$ cat src/rtl/sync_accum_align.sv
// sync_accum_align: carries the multiplier tag alongside an external
// accumulator through a programmable delay line and realigns it with the
// accumulator result. Also flags valid misalignment between the two paths.
module sync_accum_align #(
  parameter int DATA_W    = 24,
  parameter int TAG_W     = 1,
  parameter int MAX_DEPTH = 8,
  parameter int CNT_W     = 8,
  localparam int LAT_W    = $clog2(MAX_DEPTH + 1)
) (
  input  logic                    clock,
  input  logic                    reset_n,
  input  logic                    en,
  input  logic                    flush,
  input  logic                    err_clear,
  input  logic [LAT_W-1:0]        lat_sel,
  input  logic                    mult_in_valid,
  input  logic [DATA_W+TAG_W-1:0] mult_output,
  output logic [DATA_W-1:0]       accum_input,
  output logic                    accum_in_valid,
  input  logic [DATA_W-1:0]       accum_output,
  input  logic                    accum_out_valid,
  output logic [DATA_W+TAG_W-1:0] accum_output_full,
  output logic                    out_valid,
  output logic [LAT_W-1:0]        in_flight,
  output logic                    align_err,
  output logic [CNT_W-1:0]        err_count
);

  localparam logic [LAT_W-1:0] MAX_L = LAT_W'(MAX_DEPTH);
  localparam logic [LAT_W-1:0] ONE_L = LAT_W'(1);

  logic [MAX_DEPTH-1:0] valid_q, valid_d;
  logic [TAG_W-1:0]     tag_q [MAX_DEPTH];
  logic [TAG_W-1:0]     tag_d [MAX_DEPTH];
  logic [LAT_W-1:0]     lat_sel_q;
  logic                 align_err_q, align_err_d;
  logic [CNT_W-1:0]     err_count_q, err_count_d;

  logic [LAT_W-1:0]     lat_eff;
  logic                 tap_valid;
  logic [TAG_W-1:0]     tap_tag;
  logic                 mismatch;
  logic                 lat_chg;

  // Data path to the accumulator is purely combinational.
  always_comb begin
    accum_input    = mult_output[DATA_W-1:0];
    accum_in_valid = mult_in_valid & en & ~flush;
  end

  // Clamp the registered latency select to 1..MAX_DEPTH.
  always_comb begin
    lat_eff = lat_sel_q;
    if (lat_sel_q == '0)
      lat_eff = ONE_L;
    else if (lat_sel_q > MAX_L)
      lat_eff = MAX_L;
  end

  // Tap mux (stage L-1) and valid count over the active window.
  always_comb begin
    tap_valid = 1'b0;
    tap_tag   = '0;
    in_flight = '0;
    for (int unsigned k = 0; k < MAX_DEPTH; k++) begin
      if (LAT_W'(k) == lat_eff - ONE_L) begin
        tap_valid = valid_q[k];
        tap_tag   = tag_q[k];
      end
      if ((LAT_W'(k) < lat_eff) && valid_q[k])
        in_flight = in_flight + ONE_L;
    end
  end

  always_comb begin
    out_valid         = tap_valid;
    accum_output_full = {tap_tag, accum_output};
    align_err         = align_err_q;
    err_count         = err_count_q;
  end

  // Delay-line next state: flush beats advance, en=0 holds.
  always_comb begin
    valid_d = valid_q;
    tag_d   = tag_q;
    if (flush) begin
      valid_d = '0;
      for (int unsigned k = 0; k < MAX_DEPTH; k++) tag_d[k] = '0;
    end else if (en) begin
      valid_d[0] = mult_in_valid;
      tag_d[0]   = mult_output[DATA_W+TAG_W-1 -: TAG_W];
      for (int unsigned k = 1; k < MAX_DEPTH; k++) begin
        valid_d[k] = valid_q[k-1];
        tag_d[k]   = tag_q[k-1];
      end
    end
  end

  // Error tracking: valid mismatch counts, latency change only flags.
  always_comb begin
    mismatch    = en & ~flush & (accum_out_valid != tap_valid);
    lat_chg     = (lat_sel != lat_sel_q) && (in_flight != '0);
    align_err_d = align_err_q;
    err_count_d = err_count_q;
    if (err_clear) begin
      align_err_d = 1'b0;
      err_count_d = '0;
    end else begin
      if (mismatch) begin
        align_err_d = 1'b1;
        if (err_count_q != '1) err_count_d = err_count_q + 1'b1;
      end
      if (lat_chg) align_err_d = 1'b1;
    end
  end

  // State registers with asynchronous clear.
  always_ff @(posedge clock or negedge reset_n) begin
    if (!reset_n) begin
      valid_q     <= '0;
      for (int unsigned k = 0; k < MAX_DEPTH; k++) tag_q[k] <= '0;
      lat_sel_q   <= '0;
      align_err_q <= 1'b0;
      err_count_q <= '0;
    end else begin
      valid_q     <= valid_d;
      for (int unsigned k = 0; k < MAX_DEPTH; k++) tag_q[k] <= tag_d[k];
      lat_sel_q   <= lat_sel;
      align_err_q <= align_err_d;
      err_count_q <= err_count_d;
    end
  end

endmodule

$ cat config.mk
export PLATFORM = sky130hd
export DESIGN_NAME = sync_accum_align
export DESIGN_NICKNAME = d
export VERILOG_FILES = /design/src/rtl/sync_accum_align.sv
export SDC_FILE = /design/constraint.sdc
export NUM_CORES = 1
export LEC_CHECK = 0
export ABC_AREA = 1
export BUFFER_PORTS_ARGS = -buffer_cell sky130_fd_sc_hd__buf_2
export CORE_MARGIN = 2
export CORE_UTILIZATION = 50
export DETAILED_ROUTE_END_ITERATION = 8
export PLACE_DENSITY = 0.84
export SYNTH_ARGS = -nofsm -noshare
export SYNTH_HDL_FRONTEND = slang
export SYNTH_SLANG_ARGS = --single-unit
$ cat constraint.sdc
create_clock -name clock -period 10.25 [get_ports clock]
set_clock_uncertainty 0.2 [all_clocks]
set_input_delay 3.075 -clock clock [delete_from_list [all_inputs] [get_ports clock]]
set_output_delay 3.075 -clock clock [all_outputs]
set_load 0.01 [all_outputs]
==> After elaboration in Yosys (flattened, before gate mapping) <==
Cells that the tools add are included.
Widths: inputs -> output; s select.
{ "classes": {"n_reduce_logical": 17, "mux": 36, "eq_ne": 10, "order_cmp": 9, "n_addsub": 9, "bitwise": 5} }
{ "op_table": {"columns": ["operator", "count"], "rows": [
  ["$mux 8", 7],
  ["$mux 4", 9],
  ["$add 4x1->4 const B", 7],
  ["$mux 1", 20],
  ["$eq 3x4->1 const A", 4],
  ["$lt 3x4->1 const A", 4],
  ["$logic_and 1x1->1", 9],
  ["$add 8x1->8 const B", 1],
  ["$eq 2x4->1 const A", 2],
  ["$logic_not 4->1", 2],
  ["$lt 1x4->1 const A", 2],
  ["$lt 2x4->1 const A", 2],
  ["$ne 8x8->1 const B", 1],
  ["$reduce_bool 2->1", 3],
  ["$and 1x1->1", 4],
  ["$eq 1x4->1 const A", 1],
  ["$gt 4x4->1 const B", 1],
  ["$ne 4x4->1", 1],
  ["$reduce_bool 4->1", 1],
  ["$sub 4x1->4 const B", 1],
  ["$reduce_bool 3->1", 1],
  ["$reduce_and 2->1", 1],
  ["$ne 1x1->1", 1],
  ["$not 1->1", 1]
]} }
{ "totals": {"elab_cells": 98, "inputBits": 60, "register_bits": 29} }

==> Logic depth before layout (Yosys ltp) <==
{ "logic_depth": {"depth_word": 24, "depth_mapped": 32} }

==> Worst setup path after synthesis <==
No wires, ideal clock.
{ "synth_timing": {"path_type": "in2out", "startpoint": "input port en", "endpoint": "output port accum_in_valid", "path_slack_ps": 3243, "required_time_ps": 6975, "path_buffers": 1, "cell_stages": 5, "arrival_ps": 3732, "cell_sequence": "inv_1 -> nor2_1 -> inv_1 -> clkbuf_1 -> nor2_1"} }
{ "synth_via": {"elab_chain_len": 2} }
{ "synth_lines": {"columns": ["item", "line_no", "source"], "rows": [
  ["start: declaration", "13", "input logic en,"],
  ["$and 1x1->1 (2 in a row)", "49", "accum_in_valid = mult_in_valid & en & ~flush;"],
  ["end: declaration", "20", "output logic accum_in_valid,"]
]} }
No other way between the ends.

==> Worst setup path after layout <==
{ "layout_timing": {"startpoint": "register lat_sel_q[3]", "endpoint": "output port in_flight[3]"} }
{ "layout_via": {"elab_chain_len": 20, "word_cells_on_any_way": 35, "classes_between": "add/sub (7); order compare (9); mux (10); reduce/logical (9)"} }
{ "layout_lines": {"columns": ["item", "line_no", "source"], "rows": [
  ["start: declaration", "36", "logic [LAT_W-1:0] lat_sel_q;"],
  ["start signal: assignment", "129", "lat_sel_q <= lat_sel;"],
  ["$gt 4x4->1", "57", "else if (lat_sel_q > MAX_L)"],
  ["$mux 4", "57", null],
  ["$mux 4 *", "55", "if (lat_sel_q == '0)"],
  ["$lt 1x4->1", "71", "if ((LAT_W'(k) < lat_eff) && valid_q[k])"],
  ["$logic_and 1x1->1", "71", null],
  ["$mux 1", "71", null],
  ["$add 4x1->4", "72", "in_flight = in_flight + ONE_L;"],
  ["$mux 4", "71", null],
  ["(+4 left out)", null, null],
  ["$add 4x1->4", "72", null],
  ["$mux 4", "71", null],
  ["$add 4x1->4", "72", null],
  ["$mux 4", "71", null],
  ["$add 4x1->4", "72", null],
  ["$mux 4", "71", null],
  ["$add 4x1->4", "72", null],
  ["$mux 4 *", "71", null],
  ["end: declaration", "25", "output logic [LAT_W-1:0] in_flight,"]
]} }
Mark *: on every way between the ends. The rest lies on a longest branch, timed or not.

==> flow_summary.toml <==
[die]
die-area_sq_mm = 0.00616
die_h_um = 78.5
fp-row-count = 27
core_sq_mm = 0.00544
num_io_pins = 124
die_x_um = 78.5
start_util_pct = 51.0

[worst_hold_path]
holdPathStages = 2
min_to = "err_count[3]"
holdCritStartpoint = "err_count[3]"
hold_class = "reg -> reg"

[timing]
drv_slew = 0
timing.final.crit_share_pct = 73.5
rsz0062_at_grt = "false"
setup_viol = 0
fmax_ghz = 0.133
fin_tns_setup_ns = 0
worst_pin_slew_ns = 0.633
max-slew-margin-rel_pct = 57.8
final-hold-violation-count = 0
min_period_ns = 7.53
whs_ns = 0.328

[worst_setup_path]
timing.critical_path.buf_inv = 6
critical_path.max_fanout = 6
r2r_slack_ns = 5.90
r2r-start = "lat_sel_q[3]"
endpoint_kind = "output port"
crit_required_ns = 6.98
slowest_delay_ns = 0.47
rr_worst_depth = 28
crit_type = "reg -> out"
cp.arrival_ns = 4.26
crit_top_cell = "nand2_1"
slowest_stage = "dfrtp_1"
crit_path_start_kind = "register"
reg2reg_to = "align_err"
path_delay_family = "simple AND/OR/NAND/NOR gates"

[synthesis]
synth_area_leader_cell = "dfrtp_1"
syn_avg_cell_area_sq_um = 7.38
synth_async_sr_flop_share_pct = 100
ys_warn_count = 0
synth_top_area_share_pct = 26.1
synth_nets = 445
ys_ff_latch = 29
yosysMostFrequentCell = "nand2_1"
synth_edf_count = 0
yosysUniqueCellTypes = 37
netlist_instances = 376
syn-cell-area_sq_mm = 0.00278
ys_seq_area_share_pct = 26.1
ys.flop_type = "dfrtp_1"
yosys-top-cells-count = "nand2_1, buf_4, inv_1"
synthTopCellsByArea = "dfrtp_1, buf_4, nand2_1, inv_1, nand3_1"

[cells_and_area]
post-route-util_pct = 49.4
nNetsFinal = 423
postLayoutCellArea_sq_mm = 0.00269
area_growth_pct = -3.20
antenna_cells = 0
drive_above_1_share_pct = 24.6

[clock_network]
clock_latency_ns = 0.28
numClockSinks = 29
clk_pin_slew_worst_paths_ns = 0.05
postCtsSetupBuffers = 0
cts_buffers = 5
cts_tree = "done"
cts_hold_buf = 0
cts_resized = 0
cts.htree.levels = 2
cts.path.max_buffers = 2
root_buffer = "clkbuf_8"

[global_routing]
antenna_found_initial = 0
first_global_vias = 2191
grt_usage_pct = 18.1
grt_max_degree = 30
grt-ovfl-total = 0
grt_pass1_wl_um = 9190

[placed_design]
gp_congestion = 0.850
hpwl_um = 4140
io_buffers = 27
postPlaceCellArea_sq_mm = 0.00260

[routing]
routed-via-count = 2244
viasPerCell = 5.27
drt-total-wl_um = 5230
drtPass1Iterations = 4
drt-initial-drc-count = 89
ant_nets = 0
drc = 0
drt-wirelength-per-cell_um = 12.3

[power]
p_leak_uw = 0.00135
power_density_mw_per_mm2 = 96.9
ir_worst_vdd_mv = 0.102

[run_status]
outcome = "finished clean"

[job]
cap_viol_max_count = 0
## layout make-up
class | instances | area [sq um]
repair buffers | 27 | 135
inverters | 56 | 210
flip-flops and latches | 29 | 726
well taps | 72 | 90.1
multi-input cells | 235 | 1440
fillers | 534 | 2750
clock buffers | 7 | 86.3
## state kept, by name, indices dropped and copies added, names as in the netlist
name / flops
tag_q: 8
valid_q: 8
lat_sel_q: 4
align_err: 1
err_count: 8
## power breakdown
part	total, uW	internal, uW	switching, uW
clock network	92.0	53.1	39.0
logic	45.0	15.5	29.6
registers	123	118	4.89
total	260	187	73.4
## worst min-delay path, delay by kind of cell, from the launching register on
kind | cells | cell delay, ns
compound gates | 1 | 0.06
flops | 1 | 0.37
simple gates | 1 | 0.06
## routing by layer
| metal | GRT usage [%] | vias up | part of all wire [%] |
|---|---|---|---|
| met3 | 3.56 | 20 | 4.8 |
| met4 | 5.96 | 0 | 1.7 |
| li1 | - | 1112 | - |
| met2 | 33.6 | 53 | 51 |
| met1 | 20.6 | 1059 | 43 |
| met5 | 0 | - | 0 |
## metrics by stage
stage	total power [uW]	cells	setup slack, ns
global route	274	426	2.26
CTS	264	426	2.68
floorplan	176	376	3.24
global placement	168	419	3.05
finish	260	426	2.72
detailed placement	171	419	2.99
## cell usage in the layout, fill, tap and decap left out, types with 2 or more instances in the layout
cell type | netlist | final
nand3_2 | 11 | 11
nand3_1 | 30 | 30
xnor2_1 | 5 | 5
inv_2 | 8 | 8
nand4_1 | 4 | 4
o21ai_1 | 2 | 2
a21oi_1 | 2 | 2
nand3b_1 | 3 | 3
ha_1 | 9 | 9
or2_0 | 2 | 2
buf_2 | 2 | 27
dfrtp_1 | 29 | 29
xor2_1 | 2 | 2
nor2_4 | 3 | 3
nor2_1 | 15 | 15
nand2_2 | 10 | 10
inv_1 | 48 | 48
nand3_4 | 5 | 5
or2_2 | 2 | 2
o21ai_0 | 7 | 7
clkbuf_8 | 0 | 6
nand2_1 | 87 | 87
o22ai_1 | 15 | 15
nor2_2 | 3 | 3
nand2_4 | 7 | 7
## logic make-up after synthesis
logic type | after synthesis | synth area share (%)
adders and majority gates | 9 | 4.06
buffers and inverters | 112 | 22.0
DFF | 29 | 26.1
and+or+nand+nor | 186 | 37.2
xor gates and xnor gates | 7 | 2.21
AOI/OAI and AO/OA | 33 | 8.34
## how the worst max path moves through the flow
stage	from	end	cells past startpoint
floorplan	en	accum_in_valid	5
global placement	flush	accum_in_valid	5
detailed placement	lat_sel_q[3]	in_flight[3]	29
CTS	lat_sel_q[3]	in_flight[3]	29
global route	lat_sel_q[2]	in_flight[3]	29
finish	lat_sel_q[3]	in_flight[3]	29
(Power assumes the default switching activity.)
